<file path="config.mk">
export PLATFORM = sky130hd
export DESIGN_NAME = flag_sequencer
export DESIGN_NICKNAME = d
export VERILOG_FILES = /design/src/rtl/flag_seq_pkg.sv /design/src/rtl/flag_sequencer_tick_counter.sv /design/src/rtl/flag_sequencer.sv
export SDC_FILE = /design/constraint.sdc
export NUM_CORES = 1
export LEC_CHECK = 0
export ABC_AREA = 1
export CAP_MARGIN = 20
export CORE_MARGIN = 5
export CORE_UTILIZATION = 45
export DETAILED_ROUTE_END_ITERATION = 16
export GPL_TIMING_DRIVEN = 1
export PLACE_DENSITY = 0.76
export SKIP_CTS_REPAIR_TIMING = 1
export SLEW_MARGIN = 10
export SYNTH_ARGS = -nofsm -noshare
export SYNTH_HDL_FRONTEND = slang
export SYNTH_SLANG_ARGS = --single-unit
export TNS_END_PERCENT = 50
</file>
<file path="constraint.sdc">
create_clock -name clk -period 1.6 [get_ports clk]
set_clock_uncertainty 0.1 [all_clocks]
set_input_delay 0.32 -clock clk [delete_from_list [all_inputs] [get_ports clk]]
set_output_delay 0.32 -clock clk [all_outputs]
set_load 0.005 [all_outputs]
</file>
<file path="src/rtl/flag_seq_pkg.sv">
// Shared state encoding and default geometry/timing for the flag sequencer.
package flag_seq_pkg;

  typedef enum logic [2:0] {
    IDLE     = 3'd0,
    RISE     = 3'd1,
    WAVE     = 3'd2,
    CAPTURED = 3'd3,
    DONE     = 3'd4
  } flag_state_t;

  localparam logic [10:0] DEF_FLAG_X        = 11'd560;
  localparam logic [10:0] DEF_POLE_BOTTOM_Y = 11'd416;
  localparam logic [10:0] DEF_POLE_TOP_Y    = 11'd64;
  localparam int          DEF_RISE_STEP     = 4;
  localparam int          DEF_WAVE_PERIOD   = 8;
  localparam int          DEF_BLINK_HALF    = 8;
  localparam int          DEF_BLINK_COUNT   = 4;

  function automatic int max2(input int a, input int b);
    return (a > b) ? a : b;
  endfunction

endpackage

</file>
<file path="src/rtl/flag_sequencer_tick_counter.sv">
// Counts frame ticks up to a run-time terminal count and flags the wrapping tick.
module frame_tick_counter #(
  parameter int W = 4
) (
  input  logic         clk,
  input  logic         reset,
  input  logic         tick,
  input  logic         clear,
  input  logic [W-1:0] terminal,
  output logic [W-1:0] count,
  output logic         wrap
);

  localparam logic [W-1:0] ONE = W'(1);

  // The wrapping tick is reported raw; the owner decides whether it applies.
  assign wrap = tick && (count == (terminal - ONE));

  always_ff @(posedge clk) begin
    if (reset || clear) begin
      count <= '0;
    end else if (wrap) begin
      count <= '0;
    end else if (tick) begin
      count <= count + ONE;
    end
  end

endmodule

</file>
<file path="src/rtl/flag_sequencer.sv">
// Level-end flag animation: rise up the pole, wave, blink when captured, then signal done.
module flag_sequencer
  import flag_seq_pkg::*;
#(
  parameter logic [10:0] FLAG_X        = DEF_FLAG_X,
  parameter logic [10:0] POLE_BOTTOM_Y = DEF_POLE_BOTTOM_Y,
  parameter logic [10:0] POLE_TOP_Y    = DEF_POLE_TOP_Y,
  parameter int          RISE_STEP     = DEF_RISE_STEP,
  parameter int          WAVE_PERIOD   = DEF_WAVE_PERIOD,
  parameter int          BLINK_HALF    = DEF_BLINK_HALF,
  parameter int          BLINK_COUNT   = DEF_BLINK_COUNT
) (
  input  logic        clk,
  input  logic        reset,
  input  logic        startOfFrame,
  input  logic        levelStart,
  input  logic        playerHit,
  output logic [10:0] topLeftX,
  output logic [10:0] topLeftY,
  output logic        flagVisible,
  output logic        mirrorX,
  output logic        levelDone,
  output logic [2:0]  state
);

  localparam int CNT_W   = $clog2(max2(WAVE_PERIOD, BLINK_HALF)) + 1;
  localparam int BLINK_W = $clog2(2 * BLINK_COUNT) + 1;
  localparam logic [BLINK_W-1:0] BLINK_LAST = BLINK_W'(2 * BLINK_COUNT - 1);
  localparam logic [BLINK_W-1:0] BLINK_ONE  = BLINK_W'(1);

  flag_state_t        state_q, state_d;
  logic [10:0]        y_q, y_d;
  logic               vis_q, vis_d;
  logic               mirror_q, mirror_d;
  logic               done_q, done_d;
  logic [BLINK_W-1:0] blink_q, blink_d;

  logic [CNT_W-1:0]   terminal;
  logic [CNT_W-1:0]   tick_count;
  logic               tick_wrap;
  logic               tick_clear;
  logic signed [11:0] y_dec;

  // The counter only runs in WAVE/CAPTURED and restarts on every entry to them,
  // so a tick coinciding with an entry is never counted in the new state.
  assign tick_clear = levelStart
                   || ((state_q == WAVE) && playerHit)
                   || !((state_q == WAVE) || (state_q == CAPTURED));
  assign terminal   = (state_q == CAPTURED) ? CNT_W'(BLINK_HALF) : CNT_W'(WAVE_PERIOD);

  frame_tick_counter #(.W(CNT_W)) u_ticks (
    .clk      (clk),
    .reset    (reset),
    .tick     (startOfFrame),
    .clear    (tick_clear),
    .terminal (terminal),
    .count    (tick_count),
    .wrap     (tick_wrap)
  );

  assign y_dec = $signed({1'b0, y_q}) - $signed(12'(RISE_STEP));

  always_comb begin
    state_d  = state_q;
    y_d      = y_q;
    vis_d    = vis_q;
    mirror_d = mirror_q;
    done_d   = 1'b0;
    blink_d  = blink_q;
    if (levelStart) begin
      state_d  = RISE;
      y_d      = POLE_BOTTOM_Y;
      vis_d    = 1'b1;
      mirror_d = 1'b0;
      blink_d  = '0;
    end else begin
      case (state_q)
        RISE: begin
          if (startOfFrame) begin
            if (y_dec <= $signed({1'b0, POLE_TOP_Y})) begin
              y_d     = POLE_TOP_Y;
              state_d = WAVE;
            end else begin
              y_d = y_dec[10:0];
            end
          end
        end
        WAVE: begin
          if (playerHit) begin
            state_d = CAPTURED;
            vis_d   = 1'b1;
            blink_d = '0;
          end else if (tick_wrap) begin
            mirror_d = ~mirror_q;
          end
        end
        CAPTURED: begin
          // The final inversion would restore visibility; DONE hides the flag instead.
          if (tick_wrap) begin
            if (blink_q == BLINK_LAST) begin
              state_d = DONE;
              vis_d   = 1'b0;
              done_d  = 1'b1;
              blink_d = '0;
            end else begin
              vis_d   = ~vis_q;
              blink_d = blink_q + BLINK_ONE;
            end
          end
        end
        default: begin
        end
      endcase
    end
  end

  always_ff @(posedge clk) begin
    if (reset) begin
      state_q  <= IDLE;
      y_q      <= POLE_BOTTOM_Y;
      vis_q    <= 1'b0;
      mirror_q <= 1'b0;
      done_q   <= 1'b0;
      blink_q  <= '0;
    end else begin
      state_q  <= state_d;
      y_q      <= y_d;
      vis_q    <= vis_d;
      mirror_q <= mirror_d;
      done_q   <= done_d;
      blink_q  <= blink_d;
    end
  end

  assign topLeftX    = FLAG_X;
  assign topLeftY    = y_q;
  assign flagVisible = vis_q;
  assign mirrorX     = mirror_q;
  assign levelDone   = done_q;
  assign state       = state_q;

endmodule

</file>
Yosys cells after proc, flatten, opt, wreduce, memory -nomap -nowiden:

Index checks and enable logic that the tools add are counted.

* register bits: 25
* latch bits: 0
* memory bits (writable): 0
* bits in read-only memories: 0
* input port bits: 5
* output and inout port bits: 28
* logic and storage cells: 70
* memories kept: 0

* add/subtract/negate cells: 3
* multiply operators: 0
* divide/modulo/power cells: 0
* magnitude comparators: 1
* equality and inequality tests: 15
* shifts and indexed selects: 0
* muxes and demuxes: 18
* bitwise gates (word level): 5
* reductions and logical operators: 20

Operators with widths (count)
* 2-to-1 mux 3 bit: 5
* less-or-equal comparator 12 x 8 -> 1 bit (second input constant): 1
* 2-to-1 mux 4 bit: 3
* inequality test 3 bit (second input constant): 4
* AND reduction 6 bit: 2
* subtractor 11 x 3 -> 12 bit (second input constant): 1
* 2-to-1 mux 11 bit: 1
* one-hot mux 3 bit (3 select lines): 1
* AND reduction 3 bit: 3
* adder 4 x 1 -> 4 bit (second input constant): 2
* == test 4 x 3 -> 1 bit (second input constant): 2
* inequality test 2 bit (second input constant): 4
* one-hot mux 4 bit (2 select lines): 1
* == test 3 x 2 -> 1 bit (second input constant): 2
* 2-to-1 mux 1 bit: 6
* nonzero test 3 bit: 2
* inverter 1 bit: 5
* logical OR 1 bit: 4
* nonzero test 4 bit: 1
* OR reduction 2 bit: 2
* OR reduction 4 bit: 1
* == test 3 x 1 -> 1 bit (second input constant): 1
* inequality test 3 x 2 -> 1 bit (second input constant): 1
* logical AND 1 bit: 2
* other kinds (5): 5

Logic depth before layout (Yosys ltp):

* depth in word-level cells: 6
* depth in mapped cells: 13
* gate-level depth less buffers: 13

Modules after synthesis:

A second synthesis with hierarchy kept.

* cell total of the unflattened synthesis: 225
* area, all modules: 1481.4 µm²

Modules (own cells, without submodules)
* flag_sequencer: times used 1, cells each 174, area an instance 1158.6 µm², seq. area each 380.4 µm²
* frame_tick_counter: times used 1, cells each 51, area an instance 322.8 µm², seq. area each 80.1 µm²

Worst setup path before layout:

No wires, ideal clock.

* path type: register -> register
* start point: reg y_q[2] (netlist: topLeftY[2])
* end point: reg state_q[0] (netlist: state[0])
* setup time: 117 ps
* arrival: 1496 ps
* data required time: 1383 ps
* setup slack: -112 ps
* stages on the path, launching flop included: 14
* buffers on the path: 0
* clock period less this slack: 1712 ps
* cells stage by stage: dfxtp_1 inv_1 ha_1 nand2_4 nor2_4 nand2_1 nand2_1 nand2_2 nor2_2 nand3_2 nand2_2 nand2_2 nand2_1 a21oi_1

* longest elaborated chain between the ends: 4

RTL lines
* start, declared: line flag_sequencer.sv:32 `logic [10:0] y_q, y_d;`
* start signal, assigned: line flag_sequencer.sv:127 `y_q <= y_d;`
* subtractor 11 x 3 -> 12 bit: line flag_sequencer.sv:61 `assign y_dec = $signed({1'b0, y_q}) - $signed(12'(RISE_STEP));`
* less-or-equal comparator 12 x 8 -> 1 bit: line flag_sequencer.sv:80 `if (y_dec <= $signed({1'b0, POLE_TOP_Y})) begin`
* inequality test 3 bit (no source line)
* AND reduction 6 bit (no source line)
* end signal, assigned: line flag_sequencer.sv:126 `state_q <= state_d;`
* end, declared: line flag_sequencer.sv:31 `flag_state_t state_q, state_d;`

No other way between the ends.
A chain may end at the register's enable or synchronous reset.

Worst setup path after layout:

* start point: reg y_q[3] (netlist: topLeftY[3])
* end point: reg y_q[3] (netlist: topLeftY[3])

* longest elaborated chain between the ends: 3

RTL lines (line)
* subtractor 11 x 3 -> 12 bit *: flag_sequencer.sv:61
* less-or-equal comparator 12 x 8 -> 1 bit: flag_sequencer.sv:80
* 2-to-1 mux 11 bit *: flag_sequencer.sv:80

Every way passes the cells marked *; elsewhere a longest branch is shown, timed or not.

==> qor_table.md <==
| Result | This run |
| --- | --- |
| Detail Placement HPWL | 2220 um |
| DP Worst Slack | -276 ps |
| Vias in the first global route | 1173 |
| Cell at the root of the clock tree | sky130_fd_sc_hd__clkbuf_4 |
| Number of distinct library cell variants in the gate-level netlist after synthesis | 30 |
| Yosys top cell area share | 32.3% |
| Die extent in y | 66.3 um |
| Minimum period implied by the final worst setup slack | 1740 ps |
| Int Power | 0.000774 W |
| CTS buffer count | 3 |
| H-Tree Level Count | 1 |
| Initial standard-cell utilization of the core | 46.7% |
| CP Class | flip-flop to flip-flop |
| Storage element area | 502 sq um |
| Power per cell area | 542 nW/um^2 |
| Crit-path max FO | 5 |
| First-pass detailed-route iteration total | 4 |
| Status | finished with violations |
| Signal arrival time at the worst endpoint | 1860 ps |
| Top achievable clock speed | 0.574 GHz |
| Initial antenna violation count | 0 |
| Clock edge transition at the registers on the reported setup and hold paths | 120 ps |
| Net load switching power | 0.000310 W |
| Final number of max-transition violations | 0 |
| Cell depth of the worst min-delay path | 2 |
| Library cell with the largest summed area after synthesis | sky130_fd_sc_hd__dfxtp_1 |
| Worst IR drop on VDD | 0.000416 V |
| Horizontal die dimension | 66.3 um |
| Hold violation total from the final report | 0 |
| Post-route setup slack | -144 ps |
| Clock latency on the worst-skew pair | 320 ps |
| Worst Setup End Kind | flip-flop |
| Final-layout fill cell count | 262 |
| Switching share of total power | 28.6% |
| First-pass GRT wire length | 4850 um |
| TritonCTS clock tree | built |
| Largest cells by area after synthesis | sky130_fd_sc_hd__dfxtp_1, sky130_fd_sc_hd__nand2_1, sky130_fd_sc_hd__buf_4, sky130_fd_sc_hd__a21oi_1, sky130_fd_sc_hd__nor2_1 |
| Largest stage delay, worst path | 350 ps |
| Total congestion overflow | 0 |
| Leakage power | 1.03 nW |
| Worst-path cell chain | buf_4 -> nor2_4 -> nand2_2 -> o21ai_1 -> nand2_2 -> nor2_2 -> nand3_4 -> and2_4 -> nand2_1 -> a21oi_1 |
| Reg2reg start | topLeftY[3] |
| CP required | 1720 ps |
| Worst hold path class | flip-flop to flip-flop |
| Standard-cell row count | 20 |
| Remaining number of nets flagged by the antenna check after routing | 0 |
| Source of the critical timing path | topLeftY[3] |
| Standard cell core area | 3050 sq um |
| Mean cell area of the mapped netlist | 6.99 sq um |
| Maximum number of pins on one net before global-route repair | 13 |
| Worst setup SP type | flip-flop |
| DIE AREA | 4390 sq um |
| Crit share post-route | 109% |
| Post-detailed-route wirelength per cell | 11.2 um |
| Area of all placed cells without fillers | 2000 sq um |
| Final layout net count | 263 |
| Quantity of I/O buffers inserted on ports | 19 |
| RSZ-0062 raised after global routing | yes |
| Start point of the worst hold path | blink_q[2] |
| Aggregate global-route resource usage | 14.1% |
| Worst r2r path cells | 10 |
| Comb pwr share | 20.0% |
| Multi-input gate area in the final layout | 853 sq um |
| Final GP Congestion | 0.899 |
| Number of sinks handled by clock tree synthesis | 23 |
| Netlist area before placement | 1430 sq um |
| Gate Count Post-Synth | 204 |
| Critical Path Slowest Stage Cell | sky130_fd_sc_hd__dfxtp_2 |
| Share of cells above drive strength 1 | 37.9% |
| Vias per cell | 4.75 |
| Failing checks | setup timing |
| Proportion of synthesized chip area in sequential cells | 32.3% |
| Area Overhead vs Synth | 40.5% |
| Max Root-Sink Buffers | 2 |
| Sequential power share | 54.2% |
| Clock power share | 25.7% |
| Dominant cell type by count on the critical path | sky130_fd_sc_hd__nand2_2 |
| Cell Area, Placed | 1780 sq um |
| Total of flip-flops plus latches after synthesis | 23 |
| I/O pin count | 33 |
| Number of remaining DRC errors | 0 |
| Number of antenna cells inserted | 0 |
| Synth warn | 0 |
| Final setup violating endpoints | 11 |
| Via total after detailed routing | 1410 |
| Wire length reported by the detailed router | 3340 um |
| # Max-Cap Violations | 0 |
| Violation count after the first detailed-routing iteration | 67 |
==> metrics by stage <==
stage / hold slack, ps / total power, W / std cells / setup TNS (ps) / utilization (%)
CTS: 395 / 0.00109 / 289 / -2150 / 59.3
finish: 397 / 0.00108 / 297 / -1140 / 65.6
global route: 404 / 0.00115 / 297 / -2350 / 65.6
floorplan: 289 / 0.000742 / 215 / 0 / -
detailed placement: 376 / 0.000800 / 285 / -3570 / 58.4
global placement: 368 / 0.000798 / 285 / -3030 / 58.4
==> final timing paths <==
kind	end	slack, ps
setup / recovery	topLeftY[3]	-140
hold / removal	blink_q[2]	400
setup reg to reg	topLeftY[3]	-140
hold reg to reg	blink_q[2]	400
==> power by group through the flow <==
stage | Combinational [W] | Clock (W) | Sequential, W
2_1_floorplan | 0.000132 | 0 | 0.000610
3_3_place_gp | 0.000188 | 0 | 0.000610
3_5_place_dp | 0.000190 | 0 | 0.000610
4_1_cts | 0.000191 | 0.000297 | 0.000598
5_1_grt | 0.000241 | 0.000322 | 0.000590
6_report | 0.000217 | 0.000279 | 0.000588
==> worst max-delay path: cells and delay by family (launching register included) <==
kind | cells | cell delay, ps
AOI/OAI and AO/OA | 2 | 260
buffers and inverters | 1 | 130
and+or+nand+nor | 7 | 800
DFF | 1 | 350
==> logic make-up after synthesis <==
kind of cell / count (synthesis) / share of synthesized area (%)
DFF: 23 / 32.3
AOI/OAI and AO/OA: 31 / 12.0
adders and majority gates: 4 / 3.51
other: 2 / 0.527
and+or+nand+nor: 97 / 34.4
buffers and inverters: 44 / 15.4
xor gates and xnor gates: 3 / 1.84
==> per-layer routing <==
layer  global-route usage, %  vias to the layer above  wire (um)
li1                        -                      730          -
met1                    17.7                      630       1450
met2                    23.0                       40       1640
met3                    4.08                       10        171
met4                    4.31                        0         71
met5                       0                        -          0
==> layout make-up <==
cell class                 instances  share of cell area [%]
multi-input combinational        148                    42.6
inverter                          28                    5.25
timing repair buffer              50                    23.0
sequential                        23                    25.1
tap                               44                    2.75
clock buffer                       4                    1.31
==> cell usage after synthesis <==
cell and number:
sky130_fd_sc_hd__a211oi_1 2, sky130_fd_sc_hd__a21oi_1 16, sky130_fd_sc_hd__a21oi_2 2, sky130_fd_sc_hd__and2_4 1, sky130_fd_sc_hd__and3_1 1, sky130_fd_sc_hd__buf_2 1
sky130_fd_sc_hd__buf_4 14, sky130_fd_sc_hd__clkbuf_1 1, sky130_fd_sc_hd__conb_1 2, sky130_fd_sc_hd__dfxtp_1 23, sky130_fd_sc_hd__ha_1 4, sky130_fd_sc_hd__inv_1 20
sky130_fd_sc_hd__inv_2 8, sky130_fd_sc_hd__nand2_1 35, sky130_fd_sc_hd__nand2_2 6, sky130_fd_sc_hd__nand2_4 1, sky130_fd_sc_hd__nand3_1 10, sky130_fd_sc_hd__nand3_2 2
sky130_fd_sc_hd__nand3b_1 1, sky130_fd_sc_hd__nand4_1 4, sky130_fd_sc_hd__nor2_1 21, sky130_fd_sc_hd__nor2_2 9, sky130_fd_sc_hd__nor2_4 4, sky130_fd_sc_hd__nor3_1 1
sky130_fd_sc_hd__nor3b_1 1, sky130_fd_sc_hd__o21ai_0 9, sky130_fd_sc_hd__o21ai_1 1, sky130_fd_sc_hd__o21ai_2 1, sky130_fd_sc_hd__xnor2_1 1, sky130_fd_sc_hd__xor2_1 2
==> cells in the final DEF (no fill, tap or decap), drive strengths merged, types with 2 or more instances in the layout <==
| master | netlist | routed |
|---|---|---|
| inv | 28 | 28 |
| o21ai | 11 | 11 |
| xor2 | 2 | 2 |
| dlymetal6s2s | 0 | 15 |
| clkbuf | 1 | 4 |
| nor2 | 34 | 34 |
| nand2 | 42 | 42 |
| nand4 | 4 | 4 |
| a211oi | 2 | 2 |
| buf | 15 | 31 |
| ha | 4 | 4 |
| a21oi | 18 | 18 |
| conb | 2 | 13 |
| nand3 | 12 | 12 |
| dfxtp | 23 | 23 |
| clkdlybuf4s50 | 0 | 4 |
==> state kept, by name, summed over array words and instances, names as in the netlist <==
signal         count
u_ticks.count      4
state              3
flagVisible        1
topLeftY           9
levelDone          1
blink_q            4
mirrorX            1
Power figures use the tool's default switching activity.
